**config.mk**
```make
export PLATFORM = sky130hd
export DESIGN_NAME = prog_loader
export DESIGN_NICKNAME = d
export VERILOG_FILES = /design/src/rtl/loader_pkg.sv /design/src/rtl/loader_hdr_check.sv /design/src/rtl/reg_arstn_en.sv /design/src/rtl/prog_loader.sv
export SDC_FILE = /design/constraint.sdc
export NUM_CORES = 1
export LEC_CHECK = 0
export ABC_CLOCK_PERIOD_IN_PS = 3000
export CAP_MARGIN = 20
export CORE_ASPECT_RATIO = 1.4
export CORE_UTILIZATION = 49
export DETAILED_ROUTE_END_ITERATION = 6
export GPL_TIMING_DRIVEN = 0
export PLACE_DENSITY = 0.88
export SETUP_SLACK_MARGIN = 0.4
export SLEW_MARGIN = 10
export SYNTH_ARGS = -nofsm -noshare
export SYNTH_HDL_FRONTEND = slang
export SYNTH_SLANG_ARGS = --single-unit
```
**constraint.sdc**
```tcl
create_clock -name clk -period 3 [get_ports clk]
set_input_delay 0.75 -clock clk [delete_from_list [all_inputs] [get_ports clk]]
set_output_delay 0.75 -clock clk [all_outputs]
set_load 0.005 [all_outputs]
```
**src/rtl/loader_pkg.sv**
```systemverilog
// Shared definitions for the boot-time program loader: state codes,
// header field positions, target encoding and the decoded header type.
package loader_pkg;

    // FSM state encoding
    localparam logic [2:0] ST_IDLE   = 3'd0;
    localparam logic [2:0] ST_HEADER = 3'd1;
    localparam logic [2:0] ST_DATA   = 3'd2;
    localparam logic [2:0] ST_SETTLE = 3'd3;
    localparam logic [2:0] ST_RUN    = 3'd4;
    localparam logic [2:0] ST_ERROR  = 3'd5;

    // Header word field positions
    localparam int HDR_TGT_BIT  = 31;
    localparam int HDR_LAST_BIT = 30;
    localparam int HDR_BASE_HI  = 29;
    localparam int HDR_BASE_LO  = 20;
    localparam int HDR_N_HI     = 9;
    localparam int HDR_N_LO     = 0;

    // Target memory encoding (header bit 31)
    localparam logic TGT_IMEM = 1'b0;
    localparam logic TGT_DMEM = 1'b1;

    typedef struct packed {
        logic       tgt;
        logic       last;
        logic [9:0] base;
        logic [9:0] n;
    } hdr_t;

    // Word index to byte address on the external memory ports
    function automatic logic [31:0] word2byte(input logic [10:0] idx);
        return {19'd0, idx, 2'b00};
    endfunction

endpackage

```
**src/rtl/loader_hdr_check.sv**
```systemverilog
// Combinational header decoder. Splits the header word into its fields and
// flags frames whose last word would land past the end of the target memory.
module loader_hdr_check
    import loader_pkg::*;
#(
    parameter int IMEM_WORDS = 512,
    parameter int DMEM_WORDS = 1024
) (
    input  logic [31:0] i_hdr,
    output hdr_t        o_hdr,
    output logic        o_ovf
);

    localparam logic [10:0] IMEM_DEPTH = 11'(IMEM_WORDS);
    localparam logic [10:0] DMEM_DEPTH = 11'(DMEM_WORDS);

    logic [10:0] w_sum;
    logic [10:0] w_depth;
    logic        w_unused;

    // Field extraction, 11-bit end index and overflow compare
    always_comb begin
        o_hdr.tgt  = i_hdr[HDR_TGT_BIT];
        o_hdr.last = i_hdr[HDR_LAST_BIT];
        o_hdr.base = i_hdr[HDR_BASE_HI:HDR_BASE_LO];
        o_hdr.n    = i_hdr[HDR_N_HI:HDR_N_LO];
        w_sum      = {1'b0, o_hdr.base} + {1'b0, o_hdr.n};
        w_depth    = (o_hdr.tgt == TGT_DMEM) ? DMEM_DEPTH : IMEM_DEPTH;
        o_ovf      = (w_sum > w_depth);
    end

    // Bits [19:10] carry no meaning
    assign w_unused = &{1'b0, i_hdr[19:10]};

endmodule

```
**src/rtl/reg_arstn_en.sv**
```systemverilog
// Generic enabled register with asynchronous active-low clear.
module reg_arstn_en #(
    parameter int W = 1
) (
    input  logic         clk,
    input  logic         arst_n,
    input  logic         i_en,
    input  logic [W-1:0] i_d,
    output logic [W-1:0] o_q
);

    // Load on enable, clear to zero on reset
    always_ff @(posedge clk or negedge arst_n) begin
        if (!arst_n)   o_q <= '0;
        else if (i_en) o_q <= i_d;
    end

endmodule

```
**src/rtl/prog_loader.sv**
```systemverilog
// Boot-time sequencer: takes a framed word stream, writes each data word
// into instruction or data memory, then enables the CPU until stopped.
module prog_loader
    import loader_pkg::*;
#(
    parameter int IMEM_WORDS = 512,
    parameter int DMEM_WORDS = 1024
) (
    input  logic        clk,
    input  logic        arst_n,
    input  logic        start,
    input  logic        stop,
    input  logic        s_valid,
    output logic        s_ready,
    input  logic [31:0] s_data,
    output logic [31:0] addr_ext,
    output logic        wen_ext,
    output logic [31:0] wdata_ext,
    output logic [31:0] addr_ext_2,
    output logic        wen_ext_2,
    output logic [31:0] wdata_ext_2,
    output logic        cpu_enable,
    output logic        busy,
    output logic        err
);

    logic [2:0]  r_state;
    logic        r_tgt;
    logic        r_last;
    logic [9:0]  r_base;
    logic [9:0]  r_n;
    logic [9:0]  r_cnt;

    hdr_t        w_hdr;
    logic        w_ovf;
    logic        w_hs;
    logic        w_wr;
    logic        w_wr_i;
    logic        w_wr_d;
    logic [10:0] w_idx;
    logic [31:0] w_waddr;
    logic [9:0]  w_cnt_nx;

    loader_hdr_check #(
        .IMEM_WORDS (IMEM_WORDS),
        .DMEM_WORDS (DMEM_WORDS)
    ) u_hdr (
        .i_hdr (s_data),
        .o_hdr (w_hdr),
        .o_ovf (w_ovf)
    );

    // Ready comes from state alone, never from s_valid
    assign s_ready    = (r_state == ST_HEADER) || (r_state == ST_DATA);
    assign busy       = (r_state == ST_HEADER) || (r_state == ST_DATA) || (r_state == ST_SETTLE);
    assign cpu_enable = (r_state == ST_RUN);
    assign err        = (r_state == ST_ERROR);

    assign w_hs     = s_valid && s_ready;
    assign w_wr     = w_hs && (r_state == ST_DATA);
    assign w_wr_i   = w_wr && (r_tgt == TGT_IMEM);
    assign w_wr_d   = w_wr && (r_tgt == TGT_DMEM);
    assign w_idx    = {1'b0, r_base} + {1'b0, r_cnt};
    assign w_waddr  = word2byte(w_idx);
    assign w_cnt_nx = r_cnt + 10'd1;

    // Load sequencer: header decode, data counting, settle, run, error
    always_ff @(posedge clk or negedge arst_n) begin
        if (!arst_n) begin
            r_state <= ST_IDLE;
            r_tgt   <= 1'b0;
            r_last  <= 1'b0;
            r_base  <= '0;
            r_n     <= '0;
            r_cnt   <= '0;
        end else begin
            case (r_state)
                ST_IDLE: begin
                    if (start) r_state <= ST_HEADER;
                end
                ST_HEADER: begin
                    if (w_hs) begin
                        r_tgt  <= w_hdr.tgt;
                        r_last <= w_hdr.last;
                        r_base <= w_hdr.base;
                        r_n    <= w_hdr.n;
                        r_cnt  <= '0;
                        if (w_ovf)              r_state <= ST_ERROR;
                        else if (w_hdr.n == '0) r_state <= w_hdr.last ? ST_SETTLE : ST_HEADER;
                        else                    r_state <= ST_DATA;
                    end
                end
                ST_DATA: begin
                    if (w_hs) begin
                        if (w_cnt_nx == r_n) begin
                            r_cnt   <= '0;
                            r_state <= r_last ? ST_SETTLE : ST_HEADER;
                        end else begin
                            r_cnt   <= w_cnt_nx;
                        end
                    end
                end
                ST_SETTLE: r_state <= ST_RUN;
                ST_RUN: begin
                    if (stop) r_state <= ST_IDLE;
                end
                ST_ERROR: begin
                    if (start) r_state <= ST_HEADER;
                end
                default: r_state <= ST_IDLE;
            endcase
        end
    end

    // Instruction memory port: one-cycle strobe, address/data hold between writes
    reg_arstn_en #(.W(1)) u_wen_i (
        .clk (clk), .arst_n (arst_n), .i_en (1'b1), .i_d (w_wr_i), .o_q (wen_ext)
    );
    reg_arstn_en #(.W(32)) u_addr_i (
        .clk (clk), .arst_n (arst_n), .i_en (w_wr_i), .i_d (w_waddr), .o_q (addr_ext)
    );
    reg_arstn_en #(.W(32)) u_data_i (
        .clk (clk), .arst_n (arst_n), .i_en (w_wr_i), .i_d (s_data), .o_q (wdata_ext)
    );

    // Data memory port
    reg_arstn_en #(.W(1)) u_wen_d (
        .clk (clk), .arst_n (arst_n), .i_en (1'b1), .i_d (w_wr_d), .o_q (wen_ext_2)
    );
    reg_arstn_en #(.W(32)) u_addr_d (
        .clk (clk), .arst_n (arst_n), .i_en (w_wr_d), .i_d (w_waddr), .o_q (addr_ext_2)
    );
    reg_arstn_en #(.W(32)) u_data_d (
        .clk (clk), .arst_n (arst_n), .i_en (w_wr_d), .i_d (s_data), .o_q (wdata_ext_2)
    );

endmodule

```
==> flow_summary.json, run 1 <==
{
  "status": "finished, violations left",
  "violations": "design-rule violations, negative setup slack",
  "cts_buffers": 17,
  "gp_congestion": 0.904,
  "dr.first_iter.drc_count": 423,
  "dp_hpwl_um": 12400,
  "portBuffers": 127,
  "grt_pass1_wl_um": 29400,
  "vias": 5561,
  "grt_remaining_overflow": 0,
  "post_dp_cell_area_mm2": 0.00807,
  "wl_um": 19100,
  "grt_util_all_layers": 0.290,
  "synthMuxAreaShare": 0.107,
  "start_util": 0.499,
  "hold_viol": 0,
  "seq_area_frac_synth": 0.481,
  "synth-async-reset-ratio": 1.00,
  "core_mm2": 0.0128,
  "fin_crit_sh": 1.22,
  "leakage_nw": 4.30,
  "via_per_inst": 5.56,
  "finalHoldWorstSlack_ps": 267,
  "antenna_found_initial": 0,
  "routedWlPerCell_um": 19.1,
  "critical_path_peak_fanout": 3,
  "setup_tns_ps": -1820,
  "synth_compound_area_frac": 0.107,
  "area_growth_pct": 40.9,
  "diodes": 0,
  "synthDistinctLibCells": 57,
  "worstSetupStartpointType": "input pin",
  "first_pass_iters": 7,
  "core.rowCount": 49,
  "p_per_area_mw_per_mm2": 901,
  "synth-seq-cells": 123,
  "clk_pin_slew_ps": 50,
  "ir_drop_v": 0.000638,
  "clock_skew_ps": 7.82,
  "pin_count": 171,
  "setup_viol": 3,
  "drc": 1,
  "synth_xor_xnor_area_share": 0.0288,
  "hold_buffers": 0,
  "die_width_um": 98.6,
  "fin_cells": 1000,
  "synth_warnings": 0,
  "clockRootBuffer": "clkbuf_16",
  "cts.sinks": 123,
  "required_ps": 3300,
  "rsz0062_at_grt": "true",
  "htree_num_levels": 4,
  "critPathArrivalTime_ps": 3940,
  "synth-main-ff-cell": "dfrtp_1",
  "finalPower_mw": 8.12,
  "hold_path.class": "input pin to async pin",
  "cts_buffer_depth": 2,
  "num-nets-final": 896,
  "synth_top_family_by_area": "simple AND/OR/NAND/NOR gates",
  "drive_gt1_frac": 0.269,
  "synth_simple_gate_area_share": 0.144,
  "fmax_mhz": 274,
  "design_area_mm2": 0.00901,
  "final-max-slew-violation-count": 0,
  "grt_pass1_vias": 5631,
  "grt_start_max_net_pins": 80,
  "synth_cells": 627,
  "die_height_um": 137,
  "avgSynthCellArea_um2": 10.2,
  "worstSetupPathType": "input pin to register",
  "tritoncts": "yes",
  "placedCellCount": 949,
  "maxSlewHeadroom": 0.527,
  "drtAntennaViolNets": 0,
  "maxCapViolCount": 0,
  "fin_ws_ps": -646,
  "worst_slew_pin_slew_ps": 709,
  "synthesis.area_mm2": 0.00639,
  "synth_edf_count": 0,
  "die-area_mm2": 0.0135,
  "clk_latency_ps": 410,
  "synth_fa_ha_area_frac": 0.0513,
  "finalCriticalPeriod_ps": 3650,
  "endpoint_kind": "register",
  "nFillCells": 825
}
-- stage by stage --
stage           util  worst slack, ps
2_1_floorplan      -             -616
5_1_grt        0.703             -745
6_report       0.703             -646
3_3_place_gp   0.627            -3580
4_1_cts        0.692             -626
3_5_place_dp   0.630            -1920
-- where the power goes --
part | total (mW) | internal (mW) | switching, mW
clock network | 2.05 | 1.31 | 0.735
registers | 2.80 | 2.35 | 0.449
logic | 3.27 | 1.87 | 1.40
-- per-layer routing --
layer | routed length (um) | GRT usage | share of wire
met5 | 0 | 0 | 0
met4 | 1220 | 0.199 | 0.064
met3 | 1240 | 0.0741 | 0.065
met2 | 9880 | 0.519 | 0.52
met1 | 6760 | 0.299 | 0.35
-- area by class of cell --
class | count | area, um2 | share of cell area
inverters | 21 | 78.8 | 0.00875
multi-input cells | 458 | 3200 | 0.355
clock inverters | 9 | 109 | 0.0121
clock buffers | 23 | 488 | 0.0542
well taps | 153 | 191 | 0.0212
flip-flops and latches | 123 | 3080 | 0.342
plain buffers | 67 | 442 | 0.0490
repair buffers | 146 | 1420 | 0.157
-- cell usage in the layout, fill, tap and decap left out, drive strengths merged, types with 3 or more instances in the layout --
master         count
nand2            128
dfrtp            123
clkdlybuf4s50    111
buf               81
mux2              58
conb              42
o21ai             41
clkbuf            39
nor2              31
inv               23
ha                23
xor2              11
xnor2             10
a22o               8
nand3              8
a21oi              8
nor3               7
nor2b              6
nand4              6
o21a               5
a31o               5
a211oi             5
a21boi             5
nand2b             4
o31ai              4
dlygate4sd2        4
a21o               4
a31oi              4
clkinv             4
nor4               3
and3               3
mux2i              3
or2                3
nor3b              3
and2               3
-- flip-flops by register name (all words and copies together), names as in the netlist --
register and flops:
r_base 10, u_wen_i.o_q 1, r_cnt 10, r_tgt 1, u_addr_i.o_q 11, u_wen_d.o_q 1
r_last 1, u_addr_d.o_q 11, u_data_i.o_q 32, r_n 10, u_data_d.o_q 32, r_state 3
-- kinds of logic (layout without fill, tap and decap cells) --
group | after synthesis | in the layout
flops | 123 | 123
fa+ha+maj | 25 | 25
mux | 61 | 61
xor+xnor | 21 | 21
compound gates | 100 | 100
buf+inv | 88 | 266
simple gates | 208 | 209
other cells | 1 | 42
-- path summary, 6_finish.rpt --
path,from,end,cells past startpoint,slack (ps)
max in group asynchronous,arst_n,u_addr_i.o_q[10]$_DFFE_PN0P_,2,2000
hold reg to reg,u_data_i.o_q[12]$_DFFE_PN0P_,u_data_i.o_q[12]$_DFFE_PN0P_,2,470
setup reg to reg,r_state[0]$_DFFE_PN0P_,u_addr_i.o_q[6]$_DFFE_PN0P_,9,220
hold / removal,arst_n,u_data_i.o_q[16]$_DFFE_PN0P_,1,270
setup / recovery,s_data[20],r_state[0]$_DFFE_PN0P_,18,-650
min in group clk,u_data_i.o_q[12]$_DFFE_PN0P_,u_data_i.o_q[12]$_DFFE_PN0P_,2,470
-- critical path: stages --
cell       delay (ps)
buf_8             110
ha_4              160
inv_2              60
fa_2              230
nor2b_4            60
o311ai_4          250
nand2_1           100
a31o_2            270
and2_4            140
o21ai_2           120
nand2b_1          110
ha_4              290
and4b_1           210
o2111ai_2         100
a2111oi_2         290
o2111a_2          290
a31oi_4           120
a31o_2            270
-- what timing repair did --
item,CTS,global route
gates cloned,0,1
pin swaps,19,8
setup buffers,9,9
gates resized for setup,80,25
setup endpoints to repair,46,98
-- cell usage after synthesis, types with 5 or more instances --
cell type	count	share of area
nand2_1	128	0.075
dfrtp_1	123	0.48
mux2_2	58	0.10
buf_4	43	0.050
o21ai_0	39	0.031
nor2_1	29	0.017
ha_1	23	0.045
inv_1	20	0.012
clkbuf_1	14	0.0082
xor2_1	11	0.015
xnor2_1	10	0.014
a21oi_1	8	0.0063
a22o_1	8	0.011
buf_2	8	0.0063
nand3_1	8	0.0063
nor3_1	7	0.0055
nor2b_1	6	0.0059
a211oi_1	5	0.0059
a21boi_0	5	0.0059
nand4_1	5	0.0049
o21a_1	5	0.0059
Power figures use the tool's default switching activity.
==> run 2, diff against run 1 <==
PLACE_DENSITY = 0.85   (was 0.88)
==> flow_summary.json, run 2 (same netlist as run 1, synthesis figures left out) <==
{
  "core_mm2": 0.0128,
  "drc": 11,
  "routedWlPerCell_um": 17.7,
  "path_buf_inv": 2,
  "combPwrFrac": 0.396,
  "drive_gt1_frac": 0.257,
  "reg_top3": "u_data_d.o_q x32, u_data_i.o_q x32",
  "grt_pass1_wl_um": 27200,
  "portBuffers": 127,
  "fin_util": 0.693,
  "worstSetupPathType": "input pin to register",
  "status": "finished, violations left",
  "htree_num_levels": 4,
  "fin_crit_sh": 1.18,
  "drtAntennaViolNets": 0,
  "via_per_inst": 5.36,
  "grt_remaining_overflow": 0,
  "cpPeakStageDelay_ps": 320,
  "worst_slew_pin_slew_ps": 826,
  "start_util": 0.499,
  "vias": 5319,
  "clk_pin_slew_ps": 60,
  "num-nets-final": 890,
  "p_sw_mw": 2.54,
  "p_int_mw": 5.41,
  "p_per_area_mw_per_mm2": 895,
  "ir_drop_v": 0.000584,
  "grt_start_max_net_pins": 71,
  "fin_ws_ps": -551,
  "grt_util_all_layers": 0.266,
  "maxSlewHeadroom": 0.445,
  "seqPwrFrac": 0.350,
  "cts_buffers": 17,
  "dr.first_iter.drc_count": 300,
  "nFillCells": 909,
  "wl_met3_um": 970,
  "place_ws_ps": -1820,
  "endpoint_kind": "register",
  "rsz0062_at_grt": "true",
  "pin_count": 171,
  "required_ps": 3310,
  "r2r_end": "r_cnt[9]$_DFFE_PN0P_",
  "violations": "design-rule violations, negative setup slack",
  "diodes": 0,
  "startpoint": "s_data[0]",
  "worstSetupStartpointType": "input pin",
  "grt_pass1_vias": 5313,
  "layout_common_cells": "128 x nand2_1, 120 x dfrtp_1, 110 x clkdlybuf4s50_1",
  "final-max-slew-violation-count": 0,
  "fmax_mhz": 282,
  "critPathArrivalTime_ps": 3860,
  "cp_common_cell": "a31o_2",
  "cts.sinks": 123,
  "finalHoldWorstSlack_ps": 275,
  "endpoint": "r_state[0]$_DFFE_PN0P_",
  "path_cells": "buf_12 -> ha_4 -> inv_2 -> fa_2 -> nor2b_4 -> o311ai_4 -> nand2_1 -> a31o_2 -> and2_4 -> o21ai_2 -> nand2b_1 -> ha_1 -> and4b_1 -> o2111ai_2 -> a2111oi_2 -> o2111a_1 -> a31oi_4 -> a31o_2",
  "cp_num_cells": 18,
  "die_width_um": 98.6,
  "crit_family": "compound AO/OA/AOI/OAI gates",
  "worst_r2r_path_depth": 9,
  "clockRootBuffer": "clkbuf_16",
  "p_sw_frac": 0.319,
  "dp_hpwl_um": 12300,
  "core.rowCount": 49,
  "setup_viol": 3,
  "tritoncts": "yes",
  "wl_um": 17600,
  "antenna_found_initial": 0,
  "maxCapViolCount": 0,
  "area_growth_pct": 38.9,
  "gp_congestion": 0.910,
  "finalPower_mw": 7.95,
  "hold_path.class": "input pin to async pin",
  "met2_length_um": 9160,
  "finalCriticalPeriod_ps": 3550,
  "cts_buffer_depth": 2,
  "critical_path_peak_fanout": 3,
  "die_height_um": 137,
  "clk_latency_ps": 420,
  "regToRegStartpoint": "r_cnt[0]$_DFFE_PN0P_",
  "crit_slowest_cell": "o311ai_4",
  "clock_power_share": 0.254,
  "final_common_cell": "nand2_1",
  "hold_viol": 0,
  "top_layer": "met4",
  "die-area_mm2": 0.0135,
  "hold_buffers": 0,
  "drt-met1-wl_um": 6440,
  "leakage_nw": 4.24,
  "reg2reg_setup_slack_ps": 370,
  "clock_skew_ps": 7.23,
  "first_pass_iters": 7
}
[run 2: changes by cell type in the layout (fill, tap and decap cells not counted), sizes merged]
| cell | change |
|---|---|
| clkinv | -2 |
| clkinvlp | +6 |
| dlygate4sd2 | +3 |
| clkbuf | -7 |
| clkdlybuf4s50 | -1 |
| nor2 | -1 |
| buf | -5 |
[run 2: through the flow]
stage          TNS (ps)  instance area [um2]  instances
3_5_place_dp      -5280                 8070        949
5_1_grt           -1920                 8880        993
2_1_floorplan     -1680                 6580        668
6_report          -1490                 8880        993
3_3_place_gp    -446900                 8040        948
4_1_cts           -1720                 8810        988
[run 2: how the worst min path moves through the flow]
stage                            startpoint                           end  slack, ps
2_1_floorplan                        arst_n         r_base[0]$_DFFE_PN0P_        450
3_3_place_gp   u_data_i.o_q[20]$_DFFE_PN0P_  u_data_i.o_q[20]$_DFFE_PN0P_        460
3_5_place_dp    u_addr_d.o_q[5]$_DFFE_PN0P_   u_addr_d.o_q[5]$_DFFE_PN0P_        460
4_1_cts                              arst_n  u_data_i.o_q[16]$_DFFE_PN0P_        300
5_1_grt                              arst_n  u_data_i.o_q[16]$_DFFE_PN0P_        320
6_report                             arst_n  u_data_i.o_q[16]$_DFFE_PN0P_        270
[run 2: final cells by class]
class | count | area (um2) | share of cell area
inverter | 21 | 78.8 | 0.00887
sequential | 123 | 3080 | 0.347
clock inverter | 13 | 144 | 0.0162
multi-input combinational | 457 | 3130 | 0.352
buffer | 67 | 443 | 0.0499
timing repair buffer | 141 | 1380 | 0.155
clock buffer | 18 | 439 | 0.0494
tap | 153 | 191 | 0.0215
[run 2: per-layer routing]
layer  up-vias  global-route usage
li1       2467                   -
met1      2577               0.284
met2       210               0.481
met3        65              0.0624
met4         0               0.155
met5         -                   0
[run 2: repair_timing]
item                       CTS  global route
resized for setup           84            12
pin swaps                   15            15
setup endpoints to repair   44            17
gates cloned                 0             0
setup buffers                8             5
[run 2: power groups by stage]
| stage | Clock, mW | Sequential [mW] | Combinational, mW |
|---|---|---|---|
| global route | 2.10 | 2.87 | 3.38 |
| global placement | 0 | 2.75 | 2.91 |
| floorplan | 0 | 2.76 | 1.39 |
| finish | 2.02 | 2.78 | 3.15 |
| detailed placement | 0 | 2.78 | 2.98 |
| CTS | 2.02 | 2.77 | 3.08 |
==> run 3, diff against run 2 <==
CTS_CLUSTER_DIAMETER = 200   (was unset)
==> results of run 3 <==
Final layout, timing and power as in run 2 (identical DEF).
==> RTL edit 1: new RTL, settings of run 2 <==
`DMEM_WORDS` is set to 1024 in 2 places; all go to 768.
--- a/src/rtl/loader_hdr_check.sv
+++ b/src/rtl/loader_hdr_check.sv
@@ -5,5 +5,5 @@
 #(
     parameter int IMEM_WORDS = 512,
-    parameter int DMEM_WORDS = 1024
+    parameter int DMEM_WORDS = 768
 ) (
     input  logic [31:0] i_hdr,
--- a/src/rtl/prog_loader.sv
+++ b/src/rtl/prog_loader.sv
@@ -5,5 +5,5 @@
 #(
     parameter int IMEM_WORDS = 512,
-    parameter int DMEM_WORDS = 1024
+    parameter int DMEM_WORDS = 768
 ) (
     input  logic        clk,
Formal check against the unedited RTL: not equivalent (a bounded check fails within 4 cycles, from zero or initial values and one cycle with arst_n low).
==> RTL edit 1 against run 2 <==
Power is 5.6% lower. Synthesized area shrank 0.72%. Worst hold slack got worse by 0.019 ns. Final area about the same. Critical path type unchanged. Clock skew shrank 0.00087 ns. The flow still finishes with violations (design-rule violations, negative setup slack). Cell count increased by 6.4%. Critical endpoint unchanged. Setup slack gained 0.19 ns. Wire length up 5.9%. Core utilization grew 1.8 points. Via count rose by 8.6%. Sequential cell count is the same.
==> RTL edit 1: results (changes against run 2) <==
run_status:
  status: "finished, violations left"  # unchanged
  failed_checks: "design-rule violations, negative setup slack"  # unchanged
place:
  gp_congestion: 0.905  # was 0.910
  pre_cts_slack_ns: -1.32  # was -1.82 ns
  portBuffers: 128  # was 127
  dpl_cell_area_sq_um: 8040  # was 8070 sq um
  post-dp-hpwl_microns: 12200  # was 12300 microns
grt:
  use_met3_pct: 5.82  # was 6.24%
  grt_pass1_wl_microns: 29000  # was 27200 microns
  grt_max_degree: 78  # was 71
  grt_util_met1_pct: 32.6  # was 28.4%
  track_usage_pct: 28.6  # was 26.6%
  gr-usage-met2_pct: 48.0  # was 48.1%
timing:
  worst_hold_slack_ns: 0.256  # was 0.275 ns
  postLayoutSetupSlackWorst_ns: -0.364  # was -0.551 ns
  setup_viol: 3  # unchanged
  tns_ns: -1.03  # was -1.49 ns
clocking:
  cts_resized: 68  # was 84
  clk_path_buf_depth: 2  # unchanged
  post_cts_buffers: 21  # was 8
power_and_ir_drop:
  powerSeq_uw: 2700  # was 2780 uW
  vdd_drop_max_uv: 597  # was 584 uV
  p_leak_uw: 0.00438  # was 0.00424 uW
  switching_share_pct: 31.7  # was 31.9%
  comb_power_uw: 2790  # was 3150 uW
  p_seq_share_pct: 36.0  # was 35.0%
routing:
  drt-initial-drc-count: 348  # was 300
  vias: 5775  # was 5319
  wl_per_cell_microns: 17.6  # was 17.7 microns
  remaining_drc_errors: 3  # was 11
  wl_microns: 18600  # was 17600 microns
  wl_met1_microns: 7060  # was 6440 microns
  dr_wl_met3_microns: 1200  # was 970 microns
  dr_wl_met2_microns: 9210  # was 9160 microns
synthesis:
  syn_inst: 682  # was 627
  yosys.area_share.adder_pct: 4.97  # was 5.13%
  yosysSeqAreaShare_pct: 48.5  # was 48.1%
  netlist_top_cells_area: "dfrtp_1 48%, nand2_1 13%, mux2_2 5.5%, buf_4 5.0%, ha_1 4.3%"  # was dfrtp_1 48%, mux2_2 10%, nand2_1 7.5%, buf_4 5.0%, ha_1 4.5%
  synth_mux_area_share_pct: 6.29  # was 10.7%
  yosys-top-cells-count: "226 x nand2_1, 123 x dfrtp_1, 42 x buf_4"  # was 128 x nand2_1, 123 x dfrtp_1, 58 x mux2_2
  yosys.area_share.xor_xnor_pct: 3.17  # was 2.88%
  synth_compound_gate_area_share_pct: 8.89  # was 10.7%
final_layout:
  final_nets: 956  # was 890
  drive_gt1_share_pct: 21.2  # was 25.7%
  reg_top3: "u_data_d.o_q x32, u_data_i.o_q x32"  # unchanged
worst_setup_path:
  regToRegEndpoint: "r_cnt[1]$_DFFE_PN0P_"  # was r_cnt[9]$_DFFE_PN0P_
  r2r-start: "r_cnt[3]$_DFFE_PN0P_"  # was r_cnt[0]$_DFFE_PN0P_
  cp_data_arrival_time_ns: 3.66  # was 3.86 ns
==> RTL edit 1: cell count changes in the layout (fill, tap and decap cells not counted), sizes merged, moves of 6 or more <==
cell,delta
buf,+7
mux2,-27
nand2,+98
clkbuf,+6
a22o,-7
or3,+6
o21ai,-17
nor2,-8
a21oi,+8
==> RTL edit 1: critical path, cell delays in order <==
cell and delay, ns:
buf_8 0.08, ha_4 0.13, inv_2 0.04, fa_2 0.38, nor2b_4 0.13, o31a_1 0.19, nor3_2 0.06, o21bai_1 0.18
a21oi_1 0.11, xor2_1 0.16, ha_1 0.32, nand4b_1 0.14, nor3_2 0.20, o211a_1 0.26, a311oi_2 0.14, o22ai_2 0.25
a31oi_1 0.12
==> RTL edit 1: layout make-up <==
type / instances / area [sq um]
Sequential cell: 123 / 3080
Buffer: 70 / 460
Timing Repair Buffer: 153 / 1470
Clock buffer: 17 / 425
Inverter: 16 / 60.1
Clock inverter: 14 / 148
Fill cell: 870 / 3600
Multi-Input combinational cell: 514 / 3050
Tap cell: 150 / 188
==> RTL edit 2: new RTL, settings of run 2 <==
Without the edit above. Register the output `err`; this adds one clock of latency there. The other outputs are not delayed to match.
--- a/src/rtl/prog_loader.sv
+++ b/src/rtl/prog_loader.sv
@@ -55,5 +55,7 @@
     assign busy       = (r_state == ST_HEADER) || (r_state == ST_DATA) || (r_state == ST_SETTLE);
     assign cpu_enable = (r_state == ST_RUN);
-    assign err        = (r_state == ST_ERROR);
+    always_ff @(posedge clk) begin
+        err <= (r_state == ST_ERROR);
+    end
 
     assign w_hs     = s_valid && s_ready;
Behaviour: not the same (a bounded check fails within 4 cycles, from zero or initial values and one cycle with arst_n low).
==> RTL edit 2 against run 2 <==
The flow finishes with violations (negative setup slack). Synthesized area grew 0.31%. Non-clock buffer count is the same. Final area grew 1.2%. Setup slack lost 0.14 ns. Register-to-register slack gained 0.12 ns. Power grew 4.9%. Wire length grew 2.3%. Sequential cell count grew 1. Critical endpoint unchanged.
==> RTL edit 2: results (changes against run 2) <==
clocking:
  numCtsBuffers: 17  # unchanged
  htreeDepth: 4  # unchanged
power_and_ir_drop:
  clkPwrFrac_pct: 28.5  # was 25.4%
  p_switching_uw: 2560  # was 2540 uW
  p_leak_uw: 0.00431  # was 0.00424 uW
  vdd_drop_max_uv: 541  # was 584 uV
  powerSeq_uw: 2800
timing:
  tns_ns: -1.94  # was -1.49 ns
  worst_hold_slack_ns: 0.269  # was 0.275 ns
  skew_ns: 0.00760  # was 0.00723 ns
  worstMarginPinSlew_ns: 0.755  # was 0.826 ns
  drv_slew: 0  # unchanged
  setup_viol: 3  # unchanged
  postLayoutSetupSlackWorst_ns: -0.690  # was -0.551 ns
worst_setup_path:
  critical_path_class: "in -> reg"  # unchanged
  critical-path-max-stage-delay_ns: 0.31
  cp_data_arrival_time_ns: 4.00  # was 3.86 ns
  cp_max_fo: 4  # was 3
  worstSetupStartpoint: "s_data[1]"  # was s_data[0]
  crit_slowest_cell: "ha_1"  # was o311ai_4
  critPathCapture: "r_state[0]$_DFFE_PN0P_"  # unchanged
  rrSetupSlack_ns: 0.49  # was 0.37 ns
  path_delay_family: "compound AO/OA/AOI/OAI gates"  # unchanged
grt:
  track_usage_pct: 27.9  # was 26.6%
  grt_max_degree: 73  # was 71
  first_global_vias: 5469  # was 5313
  grt_pass1_wl_microns: 28400  # was 27200 microns
routing:
  dr.pass1.iters: 4  # was 7
  vias_per_cell: 5.43  # was 5.36
  wl_per_cell_microns: 18.1  # was 17.7 microns
  drt-initial-drc-count: 322  # was 300
run_status:
  status: "finished, violations left"  # unchanged
  failed_checks: "negative setup slack"  # was design-rule violations, negative setup slack
synthesis:
  yosysSeqAreaShare_pct: 48.3  # was 48.1%
  async_reset_ff_share_pct: 99.2  # was 100%
  yosys-top-cells-count: "128 x nand2_1, 123 x dfrtp_1, 58 x mux2_2"  # unchanged
  netlist_top_cells_area: "dfrtp_1 48%, mux2_2 10%, nand2_1 7.5%, buf_4 5.0%, ha_1 4.5%"  # unchanged
  synth_top_area_share_pct: 48.0  # was 48.1%
  ys_types: 58  # was 57
  ys_warn_count: 0  # unchanged
final_layout:
  drive_gt1_share_pct: 26.4  # was 25.7%
  final_nets: 891  # was 890
  fillCellCount: 850  # was 909
place:
  gp_congestion: 0.919  # was 0.910
  post-dp-hpwl_microns: 12300  # about the same
  dpl_cell_area_sq_um: 8090  # was 8070 sq um
  portBuffers: 127  # unchanged
worst_hold_path:
  hp-class: "in -> async"  # unchanged
-- RTL edit 2: cell types whose count changed in the layout (fill, tap and decap cells not counted), moves of 3 or more --
cell,change
bufinv_16,+4
clkinvlp_4,-4
clkbuf_2,+3
dlygate4sd2_1,-3
-- RTL edit 2: per-stage QoR --
step | instances | utilization [%] | setup WS, ns | total power [uW]
after floorplan | 669 | - | -0.616 | 4170
final | 995 | 70.2 | -0.690 | 8340
after detailed placement | 950 | 63.1 | -2.06 | 5780
after CTS | 991 | 69.5 | -0.731 | 8280
after global routing | 995 | 70.2 | -0.787 | 8760
after global placement | 949 | 62.9 | -3.59 | 5670
-- RTL edit 2: cell type report --
class / instances / area [sq um] / share of cell area, %
Buffer: 67 / 440 / 4.90
Clock buffer: 18 / 439 / 4.89
Clock inverter: 14 / 239 / 2.66
Inverter: 21 / 78.8 / 0.877
Multi-Input combinational cell: 457 / 3130 / 34.8
Sequential cell: 124 / 3100 / 34.5
Tap cell: 153 / 191 / 2.13
Timing Repair Buffer: 141 / 1370 / 15.3
-- RTL edit 2: kinds of logic after synthesis --
| logic type | after synthesis | share of synthesized area [%] |
|---|---|---|
| buffers and inverters | 88 | 8.06 |
| XOR/XNOR | 21 | 2.87 |
| adder cells (fa/ha/maj) | 25 | 5.11 |
| AND/OR/NAND/NOR | 208 | 14.3 |
| multiplexers | 61 | 10.6 |
| flip-flops | 124 | 48.3 |
| AO/OA/AOI/OAI | 100 | 10.7 |
| other | 1 | 0.0585 |
-- RTL edit 2: repair_timing --
item,CTS,global route
gates resized for setup,78,23
setup buffers,9,4
pin swaps,14,6
endpoints found under the setup margin,27,96
-- RTL edit 2: metal layers --
layer | track usage (%) | wire length (microns)
met1 | 30.1 | 6420
met2 | 48.6 | 9330
met3 | 6.65 | 1190
met4 | 19.2 | 1050
met5 | 0 | 0
